--- config.mk ---
export PLATFORM = sky130hd
export DESIGN_NAME = lcd_cmd_sched
export DESIGN_NICKNAME = d
export VERILOG_FILES = /design/src/rtl/lcd_pkg.sv /design/src/rtl/lcd_cmd_fifo.sv /design/src/rtl/lcd_cmd_sched.sv
export SDC_FILE = /design/constraint.sdc
export NUM_CORES = 1
export LEC_CHECK = 0
export ABC_AREA = 1
export CAP_MARGIN = 20
export CORE_MARGIN = 2
export CORE_UTILIZATION = 50
export DETAILED_ROUTE_END_ITERATION = 8
export GPL_TIMING_DRIVEN = 0
export PLACE_DENSITY = 0.7
export RECOVER_POWER = 25
export SYNTH_ARGS = -nofsm -noshare
export SYNTH_HDL_FRONTEND = slang
export SYNTH_SLANG_ARGS = --single-unit
--- constraint.sdc ---
create_clock -name clk -period 2.4 [get_ports clk]
set_input_delay 0.36 -clock clk [delete_from_list [all_inputs] [get_ports clk]]
set_output_delay 0.36 -clock clk [all_outputs]
set_load 0.1 [all_outputs]
--- src/rtl/lcd_pkg.sv ---
// ============================================================================
// lcd_pkg: shared command codes and scheduler state encoding.
// Revision: 1.0
// ============================================================================
`default_nettype none

package lcd_pkg;

  localparam logic [3:0] CMD_WRITE = 4'd0;
  localparam logic [3:0] CMD_UP    = 4'd1;
  localparam logic [3:0] CMD_DOWN  = 4'd2;
  localparam logic [3:0] CMD_LEFT  = 4'd3;
  localparam logic [3:0] CMD_RIGHT = 4'd4;
  localparam logic [3:0] CMD_MAX   = 4'd5;
  localparam logic [3:0] CMD_MIN   = 4'd6;
  localparam logic [3:0] CMD_AVG   = 4'd7;
  localparam logic [3:0] CMD_LAST  = 4'd7;

  typedef enum logic [1:0] {
    ST_IDLE      = 2'd0,
    ST_ISSUE     = 2'd1,
    ST_WAIT_ACK  = 2'd2,
    ST_WAIT_DONE = 2'd3
  } sched_state_e;

  function automatic logic cmd_legal(input logic [3:0] code);
    return code <= CMD_LAST;
  endfunction

endpackage

`default_nettype wire

--- src/rtl/lcd_cmd_fifo.sv ---
// ============================================================================
// lcd_cmd_fifo: small per-requester command FIFO with registered occupancy.
// Revision: 1.0
// ============================================================================
`default_nettype none

module lcd_cmd_fifo #(
  parameter int DEPTH = 4,
  parameter int WIDTH = 4
) (
  input  logic             clk,
  input  logic             rst,
  input  logic             push_i,
  input  logic [WIDTH-1:0] din_i,
  input  logic             pop_i,
  output logic             full_o,
  output logic             empty_o,
  output logic [WIDTH-1:0] dout_o
);

  localparam int AW = $clog2(DEPTH);
  localparam logic [AW:0]   FULL_CNT = (AW+1)'(DEPTH);
  localparam logic [AW:0]   ONE_CNT  = (AW+1)'(1);
  localparam logic [AW-1:0] ONE_PTR  = AW'(1);

  logic [WIDTH-1:0] mem_q [DEPTH];
  logic [AW-1:0]    wr_ptr_q, rd_ptr_q;
  logic [AW:0]      count_q;
  logic             do_push, do_pop;

  assign full_o  = (count_q == FULL_CNT);
  assign empty_o = (count_q == '0);
  assign dout_o  = mem_q[rd_ptr_q];

  // A push on a full FIFO is refused even when a pop happens in the same cycle.
  assign do_push = push_i && !full_o;
  assign do_pop  = pop_i && !empty_o;

  always_ff @(posedge clk) begin
    if (do_push) begin
      mem_q[wr_ptr_q] <= din_i;
    end
  end

  always_ff @(posedge clk or negedge rst) begin
    if (!rst) begin
      wr_ptr_q <= '0;
      rd_ptr_q <= '0;
      count_q  <= '0;
    end else begin
      if (do_push) wr_ptr_q <= wr_ptr_q + ONE_PTR;
      if (do_pop)  rd_ptr_q <= rd_ptr_q + ONE_PTR;
      case ({do_push, do_pop})
        2'b10:   count_q <= count_q + ONE_CNT;
        2'b01:   count_q <= count_q - ONE_CNT;
        default: count_q <= count_q;
      endcase
    end
  end

endmodule

`default_nettype wire

--- src/rtl/lcd_cmd_sched.sv ---
// ============================================================================
// lcd_cmd_sched: two-requester round-robin command scheduler for the LCD
// controller, issuing one command at a time under the busy handshake.
// Revision: 1.0
// ============================================================================
`default_nettype none

module lcd_cmd_sched
  import lcd_pkg::*;
#(
  parameter int DEPTH  = 4,
  parameter int ACK_TO = 4
) (
  input  logic       clk,
  input  logic       rst,
  input  logic [3:0] a_cmd,
  input  logic       a_valid,
  output logic       a_ready,
  output logic       a_cmpl,
  output logic       a_rej,
  input  logic [3:0] b_cmd,
  input  logic       b_valid,
  output logic       b_ready,
  output logic       b_cmpl,
  output logic       b_rej,
  output logic [3:0] lcd_cmd,
  output logic       lcd_cmd_valid,
  input  logic       lcd_busy,
  output logic       owner,
  output logic       timeout
);

  localparam int CW = $clog2(ACK_TO + 1);
  localparam logic [CW-1:0] ACK_LAST = CW'(ACK_TO - 1);
  localparam logic [CW-1:0] ONE_CW   = CW'(1);

  sched_state_e  state_q, state_d;
  logic [3:0]    cmd_q, cmd_d;
  logic          owner_q, owner_d;
  logic          rr_b_q, rr_b_d;
  logic [CW-1:0] cnt_q, cnt_d;
  logic          valid_q, valid_d;
  logic          a_cmpl_q, a_cmpl_d, b_cmpl_q, b_cmpl_d;
  logic          timeout_q, timeout_d;
  logic          a_rej_q, b_rej_q;

  logic          a_full, a_empty, b_full, b_empty;
  logic [3:0]    a_dout, b_dout;
  logic          a_push, b_push, a_pop, b_pop, sel_b, done;

  assign a_ready = !a_full;
  assign b_ready = !b_full;
  assign a_push  = a_valid && !a_full && cmd_legal(a_cmd);
  assign b_push  = b_valid && !b_full && cmd_legal(b_cmd);

  lcd_cmd_fifo #(.DEPTH(DEPTH), .WIDTH(4)) u_fifo_a (
    .clk(clk), .rst(rst), .push_i(a_push), .din_i(a_cmd), .pop_i(a_pop),
    .full_o(a_full), .empty_o(a_empty), .dout_o(a_dout)
  );

  lcd_cmd_fifo #(.DEPTH(DEPTH), .WIDTH(4)) u_fifo_b (
    .clk(clk), .rst(rst), .push_i(b_push), .din_i(b_cmd), .pop_i(b_pop),
    .full_o(b_full), .empty_o(b_empty), .dout_o(b_dout)
  );

  // rr_b_q set means B goes first when both ports have work.
  assign sel_b = !b_empty && (a_empty || rr_b_q);

  always_comb begin
    state_d   = state_q;
    cmd_d     = cmd_q;
    owner_d   = owner_q;
    rr_b_d    = rr_b_q;
    cnt_d     = cnt_q;
    valid_d   = 1'b0;
    timeout_d = 1'b0;
    a_pop     = 1'b0;
    b_pop     = 1'b0;
    done      = 1'b0;
    case (state_q)
      ST_IDLE: begin
        if (!lcd_busy && (!a_empty || !b_empty)) begin
          a_pop   = !sel_b;
          b_pop   = sel_b;
          cmd_d   = sel_b ? b_dout : a_dout;
          owner_d = sel_b;
          rr_b_d  = !sel_b;
          valid_d = 1'b1;
          state_d = ST_ISSUE;
        end
      end
      ST_ISSUE: begin
        cnt_d   = '0;
        state_d = ST_WAIT_ACK;
      end
      ST_WAIT_ACK: begin
        if (lcd_busy) begin
          state_d = ST_WAIT_DONE;
        end else if (cnt_q == ACK_LAST) begin
          timeout_d = 1'b1;
          done      = 1'b1;
          state_d   = ST_IDLE;
        end else begin
          cnt_d = cnt_q + ONE_CW;
        end
      end
      ST_WAIT_DONE: begin
        if (!lcd_busy) begin
          done    = 1'b1;
          state_d = ST_IDLE;
        end
      end
      default: state_d = ST_IDLE;
    endcase
    a_cmpl_d = done && !owner_q;
    b_cmpl_d = done && owner_q;
  end

  always_ff @(posedge clk or negedge rst) begin
    if (!rst) begin
      state_q   <= ST_IDLE;
      cmd_q     <= '0;
      owner_q   <= 1'b0;
      rr_b_q    <= 1'b0;
      cnt_q     <= '0;
      valid_q   <= 1'b0;
      a_cmpl_q  <= 1'b0;
      b_cmpl_q  <= 1'b0;
      timeout_q <= 1'b0;
      a_rej_q   <= 1'b0;
      b_rej_q   <= 1'b0;
    end else begin
      state_q   <= state_d;
      cmd_q     <= cmd_d;
      owner_q   <= owner_d;
      rr_b_q    <= rr_b_d;
      cnt_q     <= cnt_d;
      valid_q   <= valid_d;
      a_cmpl_q  <= a_cmpl_d;
      b_cmpl_q  <= b_cmpl_d;
      timeout_q <= timeout_d;
      a_rej_q   <= a_valid && !a_full && !cmd_legal(a_cmd);
      b_rej_q   <= b_valid && !b_full && !cmd_legal(b_cmd);
    end
  end

  assign lcd_cmd       = cmd_q;
  assign lcd_cmd_valid = valid_q;
  assign owner         = owner_q;
  assign a_cmpl        = a_cmpl_q;
  assign b_cmpl        = b_cmpl_q;
  assign timeout       = timeout_q;
  assign a_rej         = a_rej_q;
  assign b_rej         = b_rej_q;

endmodule

`default_nettype wire

# --- After elaboration in Yosys (flattened, before gate mapping) ---
# Memories as Yosys holds them, arrays and structs flattened.
# Index checks and enable logic that the tools add are counted.
totals:
  register_bits: 31
  ram_bits: 32
  mem_count: 2
classes:
  add_sub_neg: 9
  order_cmp: 2
  n_eq_ne: 15
  mux: 26
  n_reduce_logical: 34
memory_table:
  columns: ["name", "depth", "width", "read_ports", "rd_ports_with_merged_regs", "write_ports", "line_no", "text"]
  rows:
  - ["u_fifo_a.mem_q", 4, 4, 1, 0, 1, "lcd_cmd_fifo.sv:26", "logic [WIDTH-1:0] mem_q [DEPTH];"]
  - ["u_fifo_b.mem_q", 4, 4, 1, 0, 1, "lcd_cmd_fifo.sv:26", null]
op_table:
  columns: ["cell", "count"]
  rows:
  - ["$pmux 3 s2", 3]
  - ["$logic_and 1x1->1", 14]
  - ["$mux 1", 14]
  - ["$add 3x1->3 const B", 3]
  - ["$logic_not 1->1", 9]
  - ["$add 2x1->2 const B", 4]
  - ["$eq 2x2->1 const B", 4]
  - ["$le 4x3->1 const B", 2]
  - ["$mux 2", 4]
  - ["$ne 2x2->1 const B", 4]
  - ["$pmux 2 s4", 1]
  - ["$eq 2x1->1 const B", 3]
  - ["$eq 3x3->1 const B", 2]
  - ["$logic_not 3->1", 2]
  - ["$mux 3", 2]
  - ["$reduce_and 3->1", 2]
  - ["$reduce_bool 2->1", 3]
  - ["$sub 3x1->3 const B", 2]
  - ["$mux 4", 1]
  - ["$eq 3x2->1 const B", 1]
  - ["$ne 3x3->1 const B", 1]
  - ["$logic_not 2->1", 1]
  - ["$logic_or 1x1->1", 2]
  - ["$pmux 1 s2", 1]
  - ["$reduce_and 2->1", 1]

# --- Logic depth before layout (Yosys ltp) ---
depth:
  depth_word: 9
  mapped_depth: 12
  ltp_nobuf: 12

# --- Modules after synthesis ---
# Synthesis repeated with hierarchy kept, for this count alone.
unflattened:
  hier_cells: 311
  area_unflattened_um2: 3032.9
by_module_without_submodules:
  columns: ["module", "n_inst", "cells_per_inst", "area_each_um2", "seq_area_each_um2"]
  rows:
  - ["lcd_cmd_fifo", 2, 107, 1103.6, 655.6]
  - ["lcd_cmd_sched", 1, 97, 825.8, 425.4]

# --- Worst setup path after synthesis ---
# Ideal clock, no wire load.
synth_timing:
  path_kind: "register -> register"
  start: "reg u_fifo_a.count_q[0]"
  end: "reg u_fifo_a.count_q[2]"
  setup_ns: 0.131
  arrival_time_ns: 2.697
  setup_slack_ns: -0.427
  stages_incl_launch_ff: 10
  path_buffers: 0
  cell_sequence: "dfrtp_1 inv_2 nand3_1 nand3_2 ha_1 inv_1 fa_1 a21oi_1 o21ai_0 xor2_1"
synth_between:
  elab_cells_between_ends: 21
  classes_between: "add/sub (2); eq/ne (3); mux (3); reduce/logical (13)"
synth_lines:
  columns: ["item", "line_no", "text"]
  rows:
  - ["start, declared", "lcd_cmd_fifo.sv:28", "logic [AW:0] count_q;"]
  - ["start signal, assigned", "lcd_cmd_fifo.sv:54", "2'b10: count_q <= count_q + ONE_CNT;"]
  - ["start signal, assigned", "lcd_cmd_fifo.sv:55", "2'b01: count_q <= count_q - ONE_CNT;"]
  - ["start signal, assigned", "lcd_cmd_fifo.sv:56", "default: count_q <= count_q;"]
  - ["$eq 3x3->1 (*)", "lcd_cmd_fifo.sv:31", "assign full_o = (count_q == FULL_CNT);"]
  - ["$logic_not 1->1 (*)", null, null]
  - ["via a_ready", "lcd_cmd_sched.sv:18", "output logic a_ready,"]
  - ["$logic_and 1x1->1 (2 in series)", "lcd_cmd_sched.sv:53", "assign a_push = a_valid && !a_full && cmd_legal(a_cmd);"]
  - ["$logic_and 1x1->1 (*)", "lcd_cmd_fifo.sv:36", "assign do_push = push_i && !full_o;"]
  - ["$eq 2x1->1 / $eq 2x2->1 (equally long branches)", "lcd_cmd_fifo.sv:53", "case ({do_push, do_pop})"]
  - ["$pmux 3 s2 / $reduce_bool 2->1 (equally long branches)", null, null]
# The timed path passes the listed nets; every way through them passes the cells marked *.
# A chain may end at the register's enable or synchronous reset.

# --- Final worst setup path ---
layout_timing:
  start: "in lcd_busy"
  end: "reg u_fifo_a.count_q[2]"
layout_between:
  elab_chain_cells: 7
  elab_cells_between_ends: 9
  classes_between: "eq/ne (2); mux (3); reduce/logical (4)"
layout_rtl:
  columns: ["item", "line_no", "text"]
  rows:
  - ["start, declared", "lcd_cmd_sched.sv:28", "input logic lcd_busy,"]
  - ["$logic_not 1->1 (*)", null, null]
  - ["$logic_and 1x1->1 (*)", "lcd_cmd_sched.sv:82", "if (!lcd_busy && (!a_empty || !b_empty)) begin"]
  - ["$mux 1 (*)", "lcd_cmd_sched.sv:82", null]
  - ["$mux 1 (*)", "lcd_cmd_sched.sv:80", "case (state_q)"]
  - ["$logic_and 1x1->1 (*)", "lcd_cmd_fifo.sv:37", "assign do_pop = pop_i && !empty_o;"]
  - ["via u_fifo_a.do_pop", "lcd_cmd_fifo.sv:29", "logic do_push, do_pop;"]
  - ["$eq 2x1->1 / $eq 2x2->1 (equally long branches)", "lcd_cmd_fifo.sv:53", null]
  - ["$pmux 3 s2 / $reduce_bool 2->1 (equally long branches)", null, null]
# Marks and branches as above.

==> impl_metrics.json <==
{
  "rows": 28,
  "vias": 1926,
  "min_path_type": "input pin to asynchronous set/reset pin",
  "ctsResizeCount": 2,
  "dp.cells": 394,
  "stdcell_count": 410,
  "finalSetupTns_ns": 0,
  "final_core_util_pct": 60.2,
  "postCtsHoldBufs": 0,
  "skew_ns": 0.00631,
  "core_mm2": 0.00585,
  "grt_max_degree": 32,
  "grt_remaining_overflow": 0,
  "period_minus_slack_ns": 2.23,
  "antenna_found_initial": 0,
  "relSlewSlack_pct": -11.8,
  "io_buffers": 25,
  "dieHeight_um": 81.1,
  "wl_per_cell_um": 12.1,
  "r2r-start": "state_q[1]",
  "yosysMostFrequentCell": "nand2_1",
  "drtIter0Drc": 103,
  "synth_top_area_share_pct": 32.3,
  "power_density_mw_per_mm2": 1270,
  "synth_ff_type": "edfxtp_1",
  "setup_viol": 0,
  "grt_util_met3_pct": 5.67,
  "cap_violations": 1,
  "place.gp.congestion": 0.718,
  "path_class": "input pin to flop",
  "ys_ff_latch": 63,
  "p_leak_nw": 1.62,
  "postCtsSetupRepairBufs": 0,
  "fillCellCount": 486,
  "insertion_delay_ns": 0.33,
  "layout-drive-gt1-share_pct": 13.4,
  "yosys.cell_types.count": 29,
  "synth-edff-count": 32,
  "worstSetupStartpointType": "input pin",
  "holdWs_ns": 0.455,
  "drtPass1Iterations": 4,
  "startpoint": "lcd_busy",
  "area_growth_pct": 18.4,
  "worstPathMaxFanout": 7,
  "fmaxAchievable_ghz": 0.448,
  "yosysSeqAreaShare_pct": 58.4,
  "yosysWarnings": 0,
  "cts_sinks": 63,
  "pin_count": 26,
  "initial_core_util_pct": 50.9,
  "grtUsageTotal_pct": 17.9,
  "crit_arrival_ns": 2.44,
  "synth_fp_nets": 321,
  "cts_buffers": 9,
  "cts-root-buf": "clkbuf_8",
  "clk_pin_slew_ns": 0.06,
  "dp_slack_ns": -0.154,
  "synthArstFlopShare_pct": 49.2,
  "hold_viol": 0,
  "placed_area_mm2": 0.00332,
  "cts_tree": "yes",
  "fin_nets": 357,
  "grt_util_met1_pct": 22.2,
  "synth_commonest_cells": "nand2_1 (80), inv_1 (46), edfxtp_1 (32), dfrtp_1 (31), nand3_1 (18)",
  "critPathRequiredTime_ns": 2.61,
  "synth.area.top_cells": "edfxtp_1 (32%), dfrtp_1 (26%), nand2_1 (10%), inv_1 (5.8%), ha_1 (5.0%)",
  "grt_pass1_wl_um": 8490,
  "dp_hpwl_um": 3570,
  "diodes": 0,
  "dieArea_mm2": 0.00658,
  "rsz0062_at_grt": "no",
  "synth.avg_cell_area_um2": 10.1,
  "ir_drop_mv": 0.826,
  "h-tree-depth": 3,
  "dieWidth_um": 81.1,
  "p_total_mw": 4.47,
  "stdcell_area_mm2": 0.00352,
  "netlist_area_mm2": 0.00298,
  "ant_nets": 0,
  "setup_slack_ns": 0.166,
  "use_met2_pct": 28.9,
  "synth_cells": 294,
  "violations": "max-capacitance violations, max-slew violations",
  "postRouteWirelength_um": 4940,
  "rr_worst_depth": 10,
  "busiest_layer": "met2",
  "grt_pass1_vias": 1895,
  "drcViolationCount": 0,
  "min_period_over_period_pct": 93.1,
  "slew_viol_final": 32,
  "yosysTopAreaCell": "edfxtp_1",
  "viasPerCell": 4.70,
  "worst_slew_pin_slew_ns": 1.68,
  "status": "finished with violations",
  "clockBufferDepth": 2,
  "end_kind": "flop"
}
==> worst paths after layout <==
| path | end | slack, ns |
|---|---|---|
| max | u_fifo_a.count_q[2] | 0.17 |
| max reg2reg | u_fifo_a.count_q[2] | 0.17 |
| min in group clk | a_cmpl | 0.47 |
| min reg2reg | a_cmpl | 0.47 |
| max in group asynchronous | b_rej | 0.97 |
| min | cnt_q[0] | 0.45 |
==> cell type report <==
class                      count  area (um2)  share of cell area [%]
clock buffer                  14         194                    5.51
clock inverter                 2        10.0                   0.284
timing repair buffer          25         241                    6.86
multi-input combinational    173        1010                    28.7
inverter                      53         201                    5.72
buffer                         5        32.5                   0.924
sequential                    63        1740                    49.3
tap                           75        93.8                    2.66
==> kinds of logic (layout without fill, tap and decap cells) <==
group | count (synthesis) | after routing | synth area share (%)
compound gates | 17 | 17 | 3.49
xor+xnor | 8 | 8 | 2.36
simple gates | 134 | 134 | 21.5
buf+inv | 58 | 99 | 7.86
flops | 63 | 63 | 58.4
fa+ha+maj | 14 | 14 | 6.39
==> worst max-delay path, cell delays in order <==
cell	delay, ns
clkdlybuf4s50_1	0.45
inv_1	0.10
nand2_2	0.09
o21bai_4	0.24
nor2_4	0.17
ha_1	0.17
inv_1	0.07
fa_1	0.38
a21oi_1	0.14
o21ai_0	0.11
xor2_1	0.16
==> power breakdown <==
group / internal [mW] / switching, mW
combinational: 0.557 / 1.44
sequential: 1.42 / 0.159
clock: 0.520 / 0.377
total: 2.49 / 1.98
==> sequential cells by signal, summed over array words and instances, names as in the netlist, 2 cells and up <==
register           flops
cnt_q                  3
lcd_cmd                4
state_q                2
u_fifo_a.count_q       3
u_fifo_a.mem_q        16
u_fifo_a.rd_ptr_q      2
u_fifo_a.wr_ptr_q      2
u_fifo_b.count_q       3
u_fifo_b.mem_q        16
u_fifo_b.rd_ptr_q      2
u_fifo_b.wr_ptr_q      2
==> cell usage in the layout, fill, tap and decap left out, types with 4 or more instances in the layout <==
cell type,netlist,final
nor2_1,17,17
inv_2,4,4
a21oi_1,5,5
clkbuf_8,0,12
edfxtp_1,32,32
nor2_4,5,5
clkbuf_1,2,4
nand2_2,3,4
ha_1,12,12
xor2_1,6,6
o21ai_0,8,8
nand2_1,80,79
nand3_2,6,7
clkdlybuf4s50_1,0,21
nand3_1,18,17
dfrtp_1,31,31
inv_1,46,46
==> routing by layer <==
| layer | wire, um | vias up |
|---|---|---|
| met5 | 0 | - |
| met1 | 2270 | 888 |
| met3 | 205 | 7 |
| li1 | - | 992 |
| met4 | 75 | 0 |
| met2 | 2390 | 39 |
No activity file was read; power rests on OpenSTA's default activity.
==> RTL change, RTL diff (same flow settings) <==
Encoding of `sched_state_e`: now Gray code (2 bits for 4 states).
--- a/src/rtl/lcd_pkg.sv
+++ b/src/rtl/lcd_pkg.sv
@@ -19,6 +19,6 @@
   typedef enum logic [1:0] {
-    ST_IDLE      = 2'd0,
-    ST_ISSUE     = 2'd1,
-    ST_WAIT_ACK  = 2'd2,
-    ST_WAIT_DONE = 2'd3
+    ST_IDLE      = 2'b00,
+    ST_ISSUE     = 2'b01,
+    ST_WAIT_ACK  = 2'b11,
+    ST_WAIT_DONE = 2'b10
   } sched_state_e;
Formal check against the unedited RTL: same outputs for any inputs over 10 cycles, from zero or initial values and one cycle with rst low; not proved beyond that.
==> RTL change against the unedited design <==
The run still ends with max-capacitance violations, max-slew violations left; register-to-register slack better by 30 ps; count of clock-buffer cells in the layout down 1; combinational power up 3%; cell area up 1.0%; power up 0.38%; routed wire length up 5.2%; setup slack better by 9.9 ps; sequential cell count unchanged; synthesized area unchanged; sequential power about the same; worst hold slack better by 3.7 ps; fmax up 0.45%.
==> RTL change: results (changes against the unedited design) <==
| Metric | Value |
|---|---|
| Drt pass-1 iters | `5 (+1)` |
| First-pass GRT wire length | `8630 µm (+1.7%)` |
| Max-slew violations | `32 (unchanged)` |
| R2r setup slk | `200 ps (+30 ps)` |
| Max_cap viols | `1 (unchanged)` |
| Count of cell types in the netlist | `28 (-3.4%)` |
| Cell area after layout | `3560 µm² (+1.0%)` |
| Synth Net Count | `332 (+3.4%)` |
| Hold Worst Slack | `459 ps (+3.67 ps)` |
| RR Startpoint | `u_fifo_a.count_q[1]` |
| Critical Path Max Stage Delay | `860 ps (+410 ps)` |
| Status | `finished, violations left` |
| Failing checks | `max-capacitance violations, max-slew violations` |
| Pre-CTS WS | `-261 ps (-107 ps)` |
| Share of cells above drive strength 1 | `12.8% (-0.61 points)` |
| CP max stage cell | `dlygate4sd2_1` |
| DP HPWL | `3660 µm (+2.4%)` |
| Worst EP arrival | `1860 ps (-580 ps)` |
| Setup Skew | `9.95 ps (+3.64 ps)` |
| Layout fillers | `493 (+1.4%)` |
| Routability Congestion | `0.811 (+13%)` |
| Placed Cells | `405 (+2.8%)` |
| Compound-Gate Fraction of Synth Area | `3.62% (+0.13 points)` |
| Top post-synthesis cells by area | `edfxtp_1, dfrtp_1, nand2_1` |
| Synthesized instance count | `305 (+3.7%)` |
| Detailed-route via count | `2022 (+5.0%)` |
| WL/cell | `12.2 µm (+1.3%)` |
| Detailed router's first-iteration violation count | `114 (+11%)` |
| Metal-1 WL | `2400 µm (+5.9%)` |
## RTL change: path summary, 6_finish.rpt
| path | depth (start not counted) | end |
|---|---|---|
| min in group clk | 1 | a_cmpl |
| max in group asynchronous | 1 | u_fifo_a.wr_ptr_q[0] |
| max reg2reg | 11 | u_fifo_b.count_q[2] |
| min | 1 | lcd_cmd_valid |
| max | 4 | a_ready |
| min reg2reg | 1 | a_cmpl |
## RTL change: kinds of logic (layout without fill, tap and decap cells)
group,count (synthesis),count (layout)
adders and majority gates,14,14
and+or+nand+nor,147,147
AOI/OAI and AO/OA,17,17
buffers and inverters,56,102
xor gates and xnor gates,8,8
DFF,63,63
## RTL change: worst register-to-register path, delay by kind of cell (launching register included)
family	cells	cell delay [ps]
AO/OA/AOI/OAI	2	270
XOR/XNOR	1	150
adder cells (fa/ha/maj)	2	620
buffers and inverters	2	160
flip-flops	1	390
AND/OR/NAND/NOR	4	470
## RTL change: cell type report
type	instances	area share (%)
sequential	63	48.8
multi-input combinational	186	29.4
timing repair buffer	30	7.91
inverter	52	5.49
clock buffer	13	4.78
tap	75	2.64
buffer	4	0.527
clock inverter	3	0.422
## RTL change: per-layer routing
layer,vias to the layer above,global-route usage (%)
met5,-,0
met3,8,6.33
met2,33,29.2
li1,1038,-
met4,0,5.59
met1,943,22.2
## RTL change: what timing repair did
| action | 4_1_cts | 5_1_grt |
|---|---|---|
| gates resized for setup | 2 | 9 |
| setup endpoints to repair | 2 | 2 |
| pin swaps | 0 | 2 |
| buffers inserted | 0 | 5 |
| hold buffers | 0 | 0 |
## RTL change: power breakdown
group | switching (mW) | total (mW) | internal [mW]
Combinational | 1.44 | 2.06 | 0.613
Sequential | 0.167 | 1.58 | 1.41
Clock | 0.394 | 0.855 | 0.462
Total | 2.01 | 4.49 | 2.48
